$ cat src/rtl/spi_pkg.sv
// Shared definitions for the SPI peripheral: frame geometry, mode and FSM states.
package spi_pkg;

    localparam int unsigned FRAME_BITS = 8;
    localparam int unsigned CNT_W      = $clog2(FRAME_BITS);
    // Mode 0: CPOL=0, CPHA=0 (sample on sclk rise, change on sclk fall).
    localparam int unsigned SPI_MODE   = 0;

    typedef enum logic [1:0] {
        StIdle,
        StLoad,
        StShift
    } spi_state_e;

endpackage

$ cat src/rtl/spi_peripheral_if.sv
// Bus-side signals of the SPI peripheral: the SPI pins plus the tx/rx byte handshake.
interface spi_peripheral_if;

    logic                            i_sclk;
    logic                            i_cs_n;
    logic                            i_copi;
    logic                            o_cipo;
    logic [spi_pkg::FRAME_BITS-1:0]  i_tx;
    logic                            i_tx_valid;
    logic                            o_tx_ready;
    logic [spi_pkg::FRAME_BITS-1:0]  o_rx;
    logic                            o_rx_valid;
    logic                            o_busy;
    logic                            o_error;

    // The peripheral side.
    modport slave (
        input  i_sclk, i_cs_n, i_copi, i_tx, i_tx_valid,
        output o_cipo, o_tx_ready, o_rx, o_rx_valid, o_busy, o_error
    );

    // The controller / host side.
    modport master (
        output i_sclk, i_cs_n, i_copi, i_tx, i_tx_valid,
        input  o_cipo, o_tx_ready, o_rx, o_rx_valid, o_busy, o_error
    );

endinterface

$ cat src/rtl/spi_sync_edge.sv
// Multi-flop synchronizer followed by an edge register producing rise/fall strobes.
module spi_sync_edge #(
    parameter int unsigned SYNC_STAGES = 2,
    parameter bit          RESET_VAL   = 1'b0
) (
    input  logic i_clk,
    input  logic i_rst_n,
    input  logic i_d,
    output logic o_rise,
    output logic o_fall
);

    logic [SYNC_STAGES-1:0] sync_q;
    logic                   prev_q;
    logic                   sync_s;

    assign sync_s = sync_q[SYNC_STAGES-1];

    // Shift the pin through the synchronizer and remember the previous settled value.
    always_ff @(posedge i_clk or negedge i_rst_n) begin
        if (!i_rst_n) begin
            sync_q <= {SYNC_STAGES{RESET_VAL}};
            prev_q <= RESET_VAL;
        end else begin
            sync_q <= {sync_q[SYNC_STAGES-2:0], i_d};
            prev_q <= sync_s;
        end
    end

    assign o_rise = sync_s & ~prev_q;
    assign o_fall = ~sync_s & prev_q;

endmodule

$ cat src/rtl/spi_peripheral.sv
// SPI mode-0 peripheral, MSB first, 8-bit frames, with a one-byte tx holding register.
// Optional: define SPI_PERIPHERAL_ERR_EN to pulse o_error on tx underrun or aborted frame.
module spi_peripheral
    import spi_pkg::*;
#(
    parameter int unsigned SYNC_STAGES = 2
) (
    input  logic             i_clk,
    input  logic             i_rst_n,
    spi_peripheral_if.slave  bus
);

    if (SYNC_STAGES < 2 || SYNC_STAGES > 4) begin : g_bad_sync
        $error("SYNC_STAGES must be in 2..4");
    end

    logic sclk_rise, sclk_fall, cs_rise, cs_fall;

    spi_sync_edge #(.SYNC_STAGES(SYNC_STAGES), .RESET_VAL(1'b0)) u_sclk_sync (
        .i_clk  (i_clk),
        .i_rst_n(i_rst_n),
        .i_d    (bus.i_sclk),
        .o_rise (sclk_rise),
        .o_fall (sclk_fall)
    );

    spi_sync_edge #(.SYNC_STAGES(SYNC_STAGES), .RESET_VAL(1'b1)) u_cs_sync (
        .i_clk  (i_clk),
        .i_rst_n(i_rst_n),
        .i_d    (bus.i_cs_n),
        .o_rise (cs_rise),
        .o_fall (cs_fall)
    );

    // copi needs no edge detection, only the same delay as sclk so the two stay aligned.
    logic [SYNC_STAGES-1:0] copi_sync_q;
    logic                   copi_s;
    assign copi_s = copi_sync_q[SYNC_STAGES-1];

    spi_state_e            state_q, state_d;
    logic [FRAME_BITS-1:0] tx_shift_q, tx_shift_d;
    logic [FRAME_BITS-1:0] rx_shift_q, rx_shift_d;
    logic [CNT_W-1:0]      bit_cnt_q, bit_cnt_d;
    logic                  reload_pend_q, reload_pend_d;
    logic                  rx_done_q, rx_done_d;
    logic [FRAME_BITS-1:0] hold_q, hold_d;
    logic                  hold_full_q, hold_full_d;
    logic [FRAME_BITS-1:0] rx_q;
    logic                  rx_valid_q;
    logic                  reload;

    // FSM and shift datapath next-state.
    always_comb begin
        state_d       = state_q;
        tx_shift_d    = tx_shift_q;
        rx_shift_d    = rx_shift_q;
        bit_cnt_d     = bit_cnt_q;
        reload_pend_d = reload_pend_q;
        rx_done_d     = 1'b0;
        reload        = 1'b0;
        unique case (state_q)
            StIdle: begin
                if (cs_fall) state_d = StLoad;
            end
            StLoad: begin
                state_d = StShift;
                reload  = 1'b1;
            end
            StShift: begin
                if (cs_rise) begin
                    // A partial byte is dropped; a completed one was already handed off.
                    state_d       = StIdle;
                    rx_shift_d    = '0;
                    bit_cnt_d     = '0;
                    reload_pend_d = 1'b0;
                end else if (sclk_rise) begin
                    rx_shift_d = {rx_shift_q[FRAME_BITS-2:0], copi_s};
                    bit_cnt_d  = bit_cnt_q + CNT_W'(1);
                    if (bit_cnt_q == CNT_W'(FRAME_BITS - 1)) begin
                        rx_done_d     = 1'b1;
                        reload_pend_d = 1'b1;
                    end
                end else if (sclk_fall) begin
                    // The fall after the last bit starts the next byte instead of shifting.
                    if (reload_pend_q) begin
                        reload        = 1'b1;
                        reload_pend_d = 1'b0;
                    end else begin
                        tx_shift_d = {tx_shift_q[FRAME_BITS-2:0], 1'b0};
                    end
                end
            end
            default: state_d = StIdle;
        endcase
        if (reload) tx_shift_d = hold_full_q ? hold_q : '0;
    end

    // Holding register: a reload reads the pre-write contents, a same-cycle write is kept.
    always_comb begin
        hold_d      = hold_q;
        hold_full_d = hold_full_q;
        if (reload) hold_full_d = 1'b0;
        if (bus.i_tx_valid && !hold_full_q) begin
            hold_d      = bus.i_tx;
            hold_full_d = 1'b1;
        end
    end

    // State registers, copi synchronizer and the registered rx output.
    always_ff @(posedge i_clk or negedge i_rst_n) begin
        if (!i_rst_n) begin
            copi_sync_q   <= '0;
            state_q       <= StIdle;
            tx_shift_q    <= '0;
            rx_shift_q    <= '0;
            bit_cnt_q     <= '0;
            reload_pend_q <= 1'b0;
            rx_done_q     <= 1'b0;
            hold_q        <= '0;
            hold_full_q   <= 1'b0;
            rx_q          <= '0;
            rx_valid_q    <= 1'b0;
        end else begin
            copi_sync_q   <= {copi_sync_q[SYNC_STAGES-2:0], bus.i_copi};
            state_q       <= state_d;
            tx_shift_q    <= tx_shift_d;
            rx_shift_q    <= rx_shift_d;
            bit_cnt_q     <= bit_cnt_d;
            reload_pend_q <= reload_pend_d;
            rx_done_q     <= rx_done_d;
            hold_q        <= hold_d;
            hold_full_q   <= hold_full_d;
            rx_valid_q    <= rx_done_q;
            if (rx_done_q) rx_q <= rx_shift_q;
        end
    end

    assign bus.o_cipo     = (state_q != StIdle) && tx_shift_q[FRAME_BITS-1];
    assign bus.o_busy     = (state_q != StIdle);
    assign bus.o_tx_ready = !hold_full_q;
    assign bus.o_rx       = rx_q;
    assign bus.o_rx_valid = rx_valid_q;

`ifdef SPI_PERIPHERAL_ERR_EN
    logic abort;
    logic err_q;
    assign abort = (state_q == StShift) && cs_rise && (bit_cnt_q != '0);

    // One-cycle error pulse on an empty-holding reload or a frame cut mid-byte.
    always_ff @(posedge i_clk or negedge i_rst_n) begin
        if (!i_rst_n) begin
            err_q <= 1'b0;
        end else begin
            err_q <= (reload && !hold_full_q) || abort;
        end
    end

    assign bus.o_error = err_q;
`else
    assign bus.o_error = 1'b0;
`endif

endmodule
$ cat src/flat_wrapper.sv
// flat-port wrapper written by rule: the top's interface ports become plain ports
module spi_peripheral_flat import spi_pkg::*;
#(
    parameter int unsigned SYNC_STAGES = 2
)
  (i_clk, i_rst_n, bus_i_sclk, bus_i_cs_n, bus_i_copi, bus_i_tx, bus_i_tx_valid, bus_o_cipo, bus_o_tx_ready, bus_o_rx, bus_o_rx_valid, bus_o_busy, bus_o_error);
  spi_peripheral_if bus_i ();
  input  logic i_clk;
  input  logic i_rst_n;
  input wire logic [$bits(bus_i.i_sclk)-1:0] bus_i_sclk;
  input wire logic [$bits(bus_i.i_cs_n)-1:0] bus_i_cs_n;
  input wire logic [$bits(bus_i.i_copi)-1:0] bus_i_copi;
  input wire logic [$bits(bus_i.i_tx)-1:0] bus_i_tx;
  input wire logic [$bits(bus_i.i_tx_valid)-1:0] bus_i_tx_valid;
  output wire logic [$bits(bus_i.o_cipo)-1:0] bus_o_cipo;
  output wire logic [$bits(bus_i.o_tx_ready)-1:0] bus_o_tx_ready;
  output wire logic [$bits(bus_i.o_rx)-1:0] bus_o_rx;
  output wire logic [$bits(bus_i.o_rx_valid)-1:0] bus_o_rx_valid;
  output wire logic [$bits(bus_i.o_busy)-1:0] bus_o_busy;
  output wire logic [$bits(bus_i.o_error)-1:0] bus_o_error;
  assign bus_i.i_sclk = bus_i_sclk;
  assign bus_i.i_cs_n = bus_i_cs_n;
  assign bus_i.i_copi = bus_i_copi;
  assign bus_i.i_tx = bus_i_tx;
  assign bus_i.i_tx_valid = bus_i_tx_valid;
  assign bus_o_cipo = bus_i.o_cipo;
  assign bus_o_tx_ready = bus_i.o_tx_ready;
  assign bus_o_rx = bus_i.o_rx;
  assign bus_o_rx_valid = bus_i.o_rx_valid;
  assign bus_o_busy = bus_i.o_busy;
  assign bus_o_error = bus_i.o_error;
  spi_peripheral #(.SYNC_STAGES(SYNC_STAGES)) u_core (.i_clk(i_clk), .i_rst_n(i_rst_n), .bus(bus_i));
endmodule
$ cat config.mk
export PLATFORM = sky130hd
export DESIGN_NAME = spi_peripheral_flat
export DESIGN_NICKNAME = d
export VERILOG_FILES = /design/src/rtl/spi_pkg.sv /design/src/rtl/spi_peripheral_if.sv /design/src/rtl/spi_sync_edge.sv /design/src/rtl/spi_peripheral.sv /design/src/flat_wrapper.sv
export SDC_FILE = /design/constraint.sdc
export NUM_CORES = 1
export LEC_CHECK = 0
export CORE_ASPECT_RATIO = 0.9
export CORE_MARGIN = 2
export CORE_UTILIZATION = 49
export DETAILED_ROUTE_END_ITERATION = 8
export PLACE_DENSITY = 0.75
export SETUP_SLACK_MARGIN = 0.3
export SLEW_MARGIN = 20
export SYNTH_ARGS = -nofsm -noshare
export SYNTH_HDL_FRONTEND = slang
export SYNTH_SLANG_ARGS = --single-unit
$ cat constraint.sdc
create_clock -name i_clk -period 1.6 [get_ports i_clk]
set_input_delay 0.32 -clock i_clk [delete_from_list [all_inputs] [get_ports i_clk]]
set_output_delay 0.32 -clock i_clk [all_outputs]
set_load 0.005 [all_outputs]
Word-level counts from Yosys, hierarchy flattened. Index checks and enable logic that the tools add are counted.

Input port bits: 14. Word-level logic and storage cells: 76. Register bits: 49. Output and inout bits: 13.

Mux-type cells: 29. Bitwise operators: 8. Reduce and logical (&&, ||, !) cells: 14. Add/sub/neg operators: 1. Eq/ne operators: 9.

Operators with widths (number): 2-to-1 mux 8 bit (9); 2-to-1 mux 1 bit (14); nonzero test 2 bit (5); 2-to-1 mux 3 bit (2); inequality test 2 bit, second input constant (3); one-hot mux 2 bit (3 select lines) (1); AND reduction 5 bit (1); AND 1 bit (4); 2-to-1 mux 2 bit (2); inequality test 2 x 1 -> 1 bit, second input constant (2); NOT 1 bit (4); AND reduction 2 bit (2); adder 3 x 1 -> 3 bit, second input constant (1); == test 3 bit, second input constant (1); inequality test 3 bit, second input constant (1); AND reduction 3 bit (1); nonzero test 3 bit (1); == test 2 x 1 -> 1 bit, second input constant (1); == test 2 bit, second input constant (1); logical AND 1 bit (2); zero test 2 bit (1); one-hot mux 1 bit (2 select lines) (1); zero test 1 bit (1).

Depth between registers and ports, before layout.
Depth after elaboration: 8. Depth in mapped cells: 6. Depth with buffers taken out: 6.

Modules after synthesis. From an unflattened synthesis, not the netlist that was laid out.

Cells, all modules: 184. Area, all modules: 2158.3 um2.

Modules (own cells, without submodules): spi_peripheral (sequential area each 1076.0 um2, area each 1974.4 um2, instances 1, cells each 174); spi_sync_edge at u_core.u_cs_sync (sequential area each 78.8 um2, area each 93.8 um2, instances 1, cells each 5); spi_sync_edge at u_core.u_sclk_sync (sequential area each 75.1 um2, area each 90.1 um2, instances 1, cells each 5).

Worst setup path after synthesis. No wires, ideal clock.

Path type: register to register. From: register u_core.state_q[0]. To: register u_core.tx_shift_q[7]. Data required time: 1.478 ns. Arrival: 1.526 ns. Cell stages (with the launch flop): 7. Period minus slack after synthesis: 1.648 ns. Path slack: -0.048 ns. Library setup time: 0.122 ns. Cells stage by stage: dfrtp_1 > inv_1 > ha_1 > nand2_1 > nor4b_4 > o21ai_0 > a32o_1.

Longest elaborated chain between the ends: 4.

Ends and longest elaborated chain: start: declaration (RTL line spi_peripheral.sv:40) `spi_state_e state_q, state_d;`; start signal: assignment (RTL line spi_peripheral.sv:113) `state_q <= StIdle;`; start signal: assignment (RTL line spi_peripheral.sv:125) `state_q <= state_d;`; == test 2 bit / == test 2 x 1 -> 1 bit (equally long branches) (RTL line spi_peripheral.sv:61) `unique case (state_q)`; one-hot mux 1 bit (2 select lines) (RTL line spi_peripheral.sv:61); inequality test 2 bit (no source line) / nonzero test 2 bit (equally long branches); AND reduction 5 bit (no source line); end signal: assignment (RTL line spi_peripheral.sv:126) `tx_shift_q <= tx_shift_d;`; end: declaration (RTL line spi_peripheral.sv:41) `logic [FRAME_BITS-1:0] tx_shift_q, tx_shift_d;`.

Parallel ways exist; a longest one is shown, timed or not. A chain may end at the register's enable or synchronous reset.

Worst setup path after layout.
From: register u_core.state_q[1]. To: register u_core.tx_shift_q[1].

The elaborated chain is that of the path after synthesis.

==> Flow_metrics.wiki <==
{| class="wikitable"
! Metric !! Value
|-
| Worst clock skew || 0.01124 ns
|-
| Residual overflow from global routing || 0
|-
| Fraction of layout instances using a drive strength above 1 || 0.3555
|-
| Count of unresolved DRC violations after routing || 0
|-
| Die height || 65.84 µm
|-
| Register area share after synthesis || 0.5907
|-
| Fin. Hold Viols || 0
|-
| Num CTS Buffers || 5
|-
| Cells on Worst Hold Path || 0
|-
| Total number of vias || 1442
|-
| Synth cell types || 34
|-
| TritonCTS clock tree || done
|-
| Final critical-path share of the clock period || 1.063
|-
| Average size of a mapped cell || 13.01 µm²
|-
| Class of the worst hold path || reg -> reg
|-
| Most used cells in the layout excluding fill and tap cells || sky130_fd_sc_hd__dfrtp_1 (45), sky130_fd_sc_hd__buf_4 (15), sky130_fd_sc_hd__mux2_2 (13), sky130_fd_sc_hd__clkdlybuf4s50_1 (12), sky130_fd_sc_hd__inv_1 (11)
|-
| Most common cell after layout, fill and taps aside || sky130_fd_sc_hd__dfrtp_1
|-
| H-tree level count || 2
|-
| Mux contribution to synthesized area || 0.09736
|-
| Vias per cell || 5.568
|-
| CTS max path bufs || 2
|-
| Layout-stage area growth over the synthesis result || 33.47%
|-
| RSZ-0062 raised after global routing || true
|-
| Number of placement rows || 22
|-
| Power density over cell area || 1457 nW/µm²
|-
| Share of synthesized cell area in full adder, half adder and majority cells || 0.03005
|-
| Critical path endpoint category || flip-flop
|-
| Post-detailed-placement half-perimeter wirelength || 2.562 mm
|-
| Last weighted congestion value of the routability-driven placer || 0.7473
|-
| Placeable core area || 4074 µm²
|-
| Worst Setup Slack post-DPL || -0.09217 ns
|-
| Failing checks || negative setup slack
|-
| Antenna fix cells || 0
|-
| Final sum of negative setup slack || -0.3845 ns
|-
| Filler cell count || 296
|-
| Crit path launch type || flip-flop
|-
| Number of pins exceeding their max-slew limit in the final report || 0
|-
| Clock transition at path regs || 0.10 ns
|-
| Effective utilization at floorplan || 0.5111
|-
| Synthesized-area fraction occupied by xor and xnor cells || 0
|-
| Register bit count reported by yosys || 49
|-
| Number of port buffers || 25
|-
| Synthesized-area fraction occupied by ao, oa, aoi and oai cells || 0.1599
|-
| DR pass1 iterations || 4
|-
| Synthesized net count || 179
|-
| PnR worst setup slack || -0.1002 ns
|-
| Max-Cap Viols || 0
|-
| Routed wire length || 4.230 mm
|-
| Post-synthesis simple-gate area fraction || 0.07392
|-
| Aggregate global-route resource usage || 0.1872
|-
| Number of antenna violations at the first check in global routing || 0
|-
| Latest clock arrival within the worst-skew pair || 0.30 ns
|-
| Combinational family with the most area after synthesis || compound AO/OA/AOI/OAI gates
|-
| R2R depth || 6
|-
| Global-route wire length before repair || 6.844 mm
|-
| Die W || 72.71 µm
|-
| Worst Path Max Fanout || 7
|-
| Top-Level Pins || 27
|-
| Maximum number of pins on one net before global-route repair || 50
|-
| Cell chosen for the clock root || sky130_fd_sc_hd__clkbuf_8
|-
| Worst vdd ir || 770.7 µV
|-
| Type of the worst setup path || reg -> reg
|-
| Clock period minus final worst setup slack || 1.700 ns
|-
| Syn Inst Count || 160
|-
| Run status || complete, but fails checks
|-
| Synth warn || 0
|-
| Total setup violations reported at the end of the flow || 8
|-
| Leakage Power || 1.344 nW
|-
| Total Die Area || 4787 µm²
|-
| WL per Instance || 16.33 µm
|-
| ANT nets after route || 0
|-
| Cell Area, Synth || 2082 µm²
|-
| Worst endpoint data arrival time || 1.89 ns
|-
| Nets || 229
|-
| Worst endpoint required time || 1.79 ns
|-
| Sinks on Clock Net || 49
|-
| Number of global-route vias before repair || 1489
|-
| Max frequency || 588.2 MHz
|-
| Violation count after the first detailed-routing iteration || 124
|}
==> layout make-up <==
type	instances	area, µm²	share of cell area
clock inverters	2	17.52	0.006303
well taps	48	60.06	0.02161
clock buffers	6	82.58	0.02972
multi-input cells	91	879.6	0.3165
flip-flops and latches	49	1231	0.4430
inverters	14	52.55	0.01891
repair buffers	49	455.4	0.1639
==> flip-flops by register name (all words and copies together) (netlist names) <==
name	count
u_core.u_sclk_sync.sync_q	2
u_core.rx_shift_q	8
u_core.u_cs_sync.prev_q	1
u_core.bus.o_rx	8
u_core.bus.o_rx_valid	1
u_core.hold_full_q	1
u_core.tx_shift_q	8
u_core.rx_done_q	1
u_core.u_sclk_sync.prev_q	1
u_core.state_q	2
u_core.bit_cnt_q	3
u_core.hold_q	8
u_core.u_cs_sync.sync_q	2
u_core.reload_pend_q	1
u_core.copi_sync_q	2
==> path summary, 6_finish.rpt <==
| check | startpoint | endpoint | slack [ns] |
|---|---|---|---|
| max reg2reg | u_core.state_q[1] | u_core.tx_shift_q[1] | -0.10 |
| min in group asynchronous | i_rst_n | u_core.state_q[1] | 0.52 |
| min reg2reg | u_core.u_sclk_sync.sync_q[0] | u_core.u_sclk_sync.sync_q[1] | 0.36 |
| max | u_core.state_q[1] | u_core.tx_shift_q[1] | -0.10 |
| min | u_core.u_sclk_sync.sync_q[0] | u_core.u_sclk_sync.sync_q[1] | 0.36 |
| max in group asynchronous | i_rst_n | u_core.u_cs_sync.sync_q[0] | 0.81 |
==> critical path, cell delays in order, from the launching register on <==
cell and delay, ns:
sky130_fd_sc_hd__dfrtp_1 0.39, sky130_fd_sc_hd__buf_4 0.13, sky130_fd_sc_hd__buf_6 0.10, sky130_fd_sc_hd__ha_4 0.18
sky130_fd_sc_hd__nand4b_2 0.23, sky130_fd_sc_hd__o31a_1 0.32, sky130_fd_sc_hd__a32o_1 0.24
==> cell families after synthesis <==
kind of cell	count (synthesis)
DFF	49
AOI/OAI and AO/OA	41
and+or+nand+nor	24
buffers and inverters	22
muxes	18
adders and majority gates	5
other	1
==> per-stage QoR <==
step	hold WS (ns)	util	instances	instance area, µm²	total power, mW
2_1_floorplan	0.02441	-	160	2116	2.550
3_3_place_gp	0.3183	0.6066	236	2471	2.836
3_5_place_dp	0.3259	0.6066	236	2471	2.937
4_1_cts	0.3586	0.6486	252	2643	3.830
5_1_grt	0.3629	0.6821	259	2779	4.287
6_report	0.3566	0.6821	259	2779	4.048
==> synthesized netlist by cell type, drive strengths merged <==
cell     number  area share
ha            5       0.030
inv          14       0.025
o31ai         1      0.0036
mux2         18       0.097
dfstp         3       0.038
clkbuf        4      0.0072
a22oi         1      0.0036
nand2         9       0.016
and2          2      0.0060
conb          1      0.0018
a21oi         1      0.0024
nand2b        1      0.0030
a2bb2oi       1      0.0042
nor4b         1       0.011
buf           4       0.014
nand3         2      0.0048
a32o          7       0.034
o21ai        10       0.029
o22ai         1      0.0030
o31a          7       0.029
nand4b        1       0.011
or2b          1      0.0036
dfrtp        46        0.55
nor2          3      0.0054
a22o         10       0.042
a31o          1      0.0042
o2bb2ai       1      0.0042
and3          1      0.0030
nor2b         3      0.0090
==> what timing repair did <==
item	4_1_cts	5_1_grt
buffers inserted	6	6
gates cloned	1	1
setup endpoints to repair	35	41
hold buffers	1	0
pin swaps	7	6
hold endpoints to repair	36	0
gates resized for setup	26	26
==> metal layers <==
metal,GRT usage,routed length [µm],share of wire
met5,0,0,0
met4,0.05787,39,0.0092
met3,0.06402,209,0.049
met2,0.3023,2064,0.49
met1,0.2384,1917,0.45
==> power by group <==
part	switching [mW]	internal [mW]
logic	0.681	0.795
registers	0.250	1.54
clock network	0.422	0.359
total	1.35	2.70
Power figures use the tool's default switching activity.
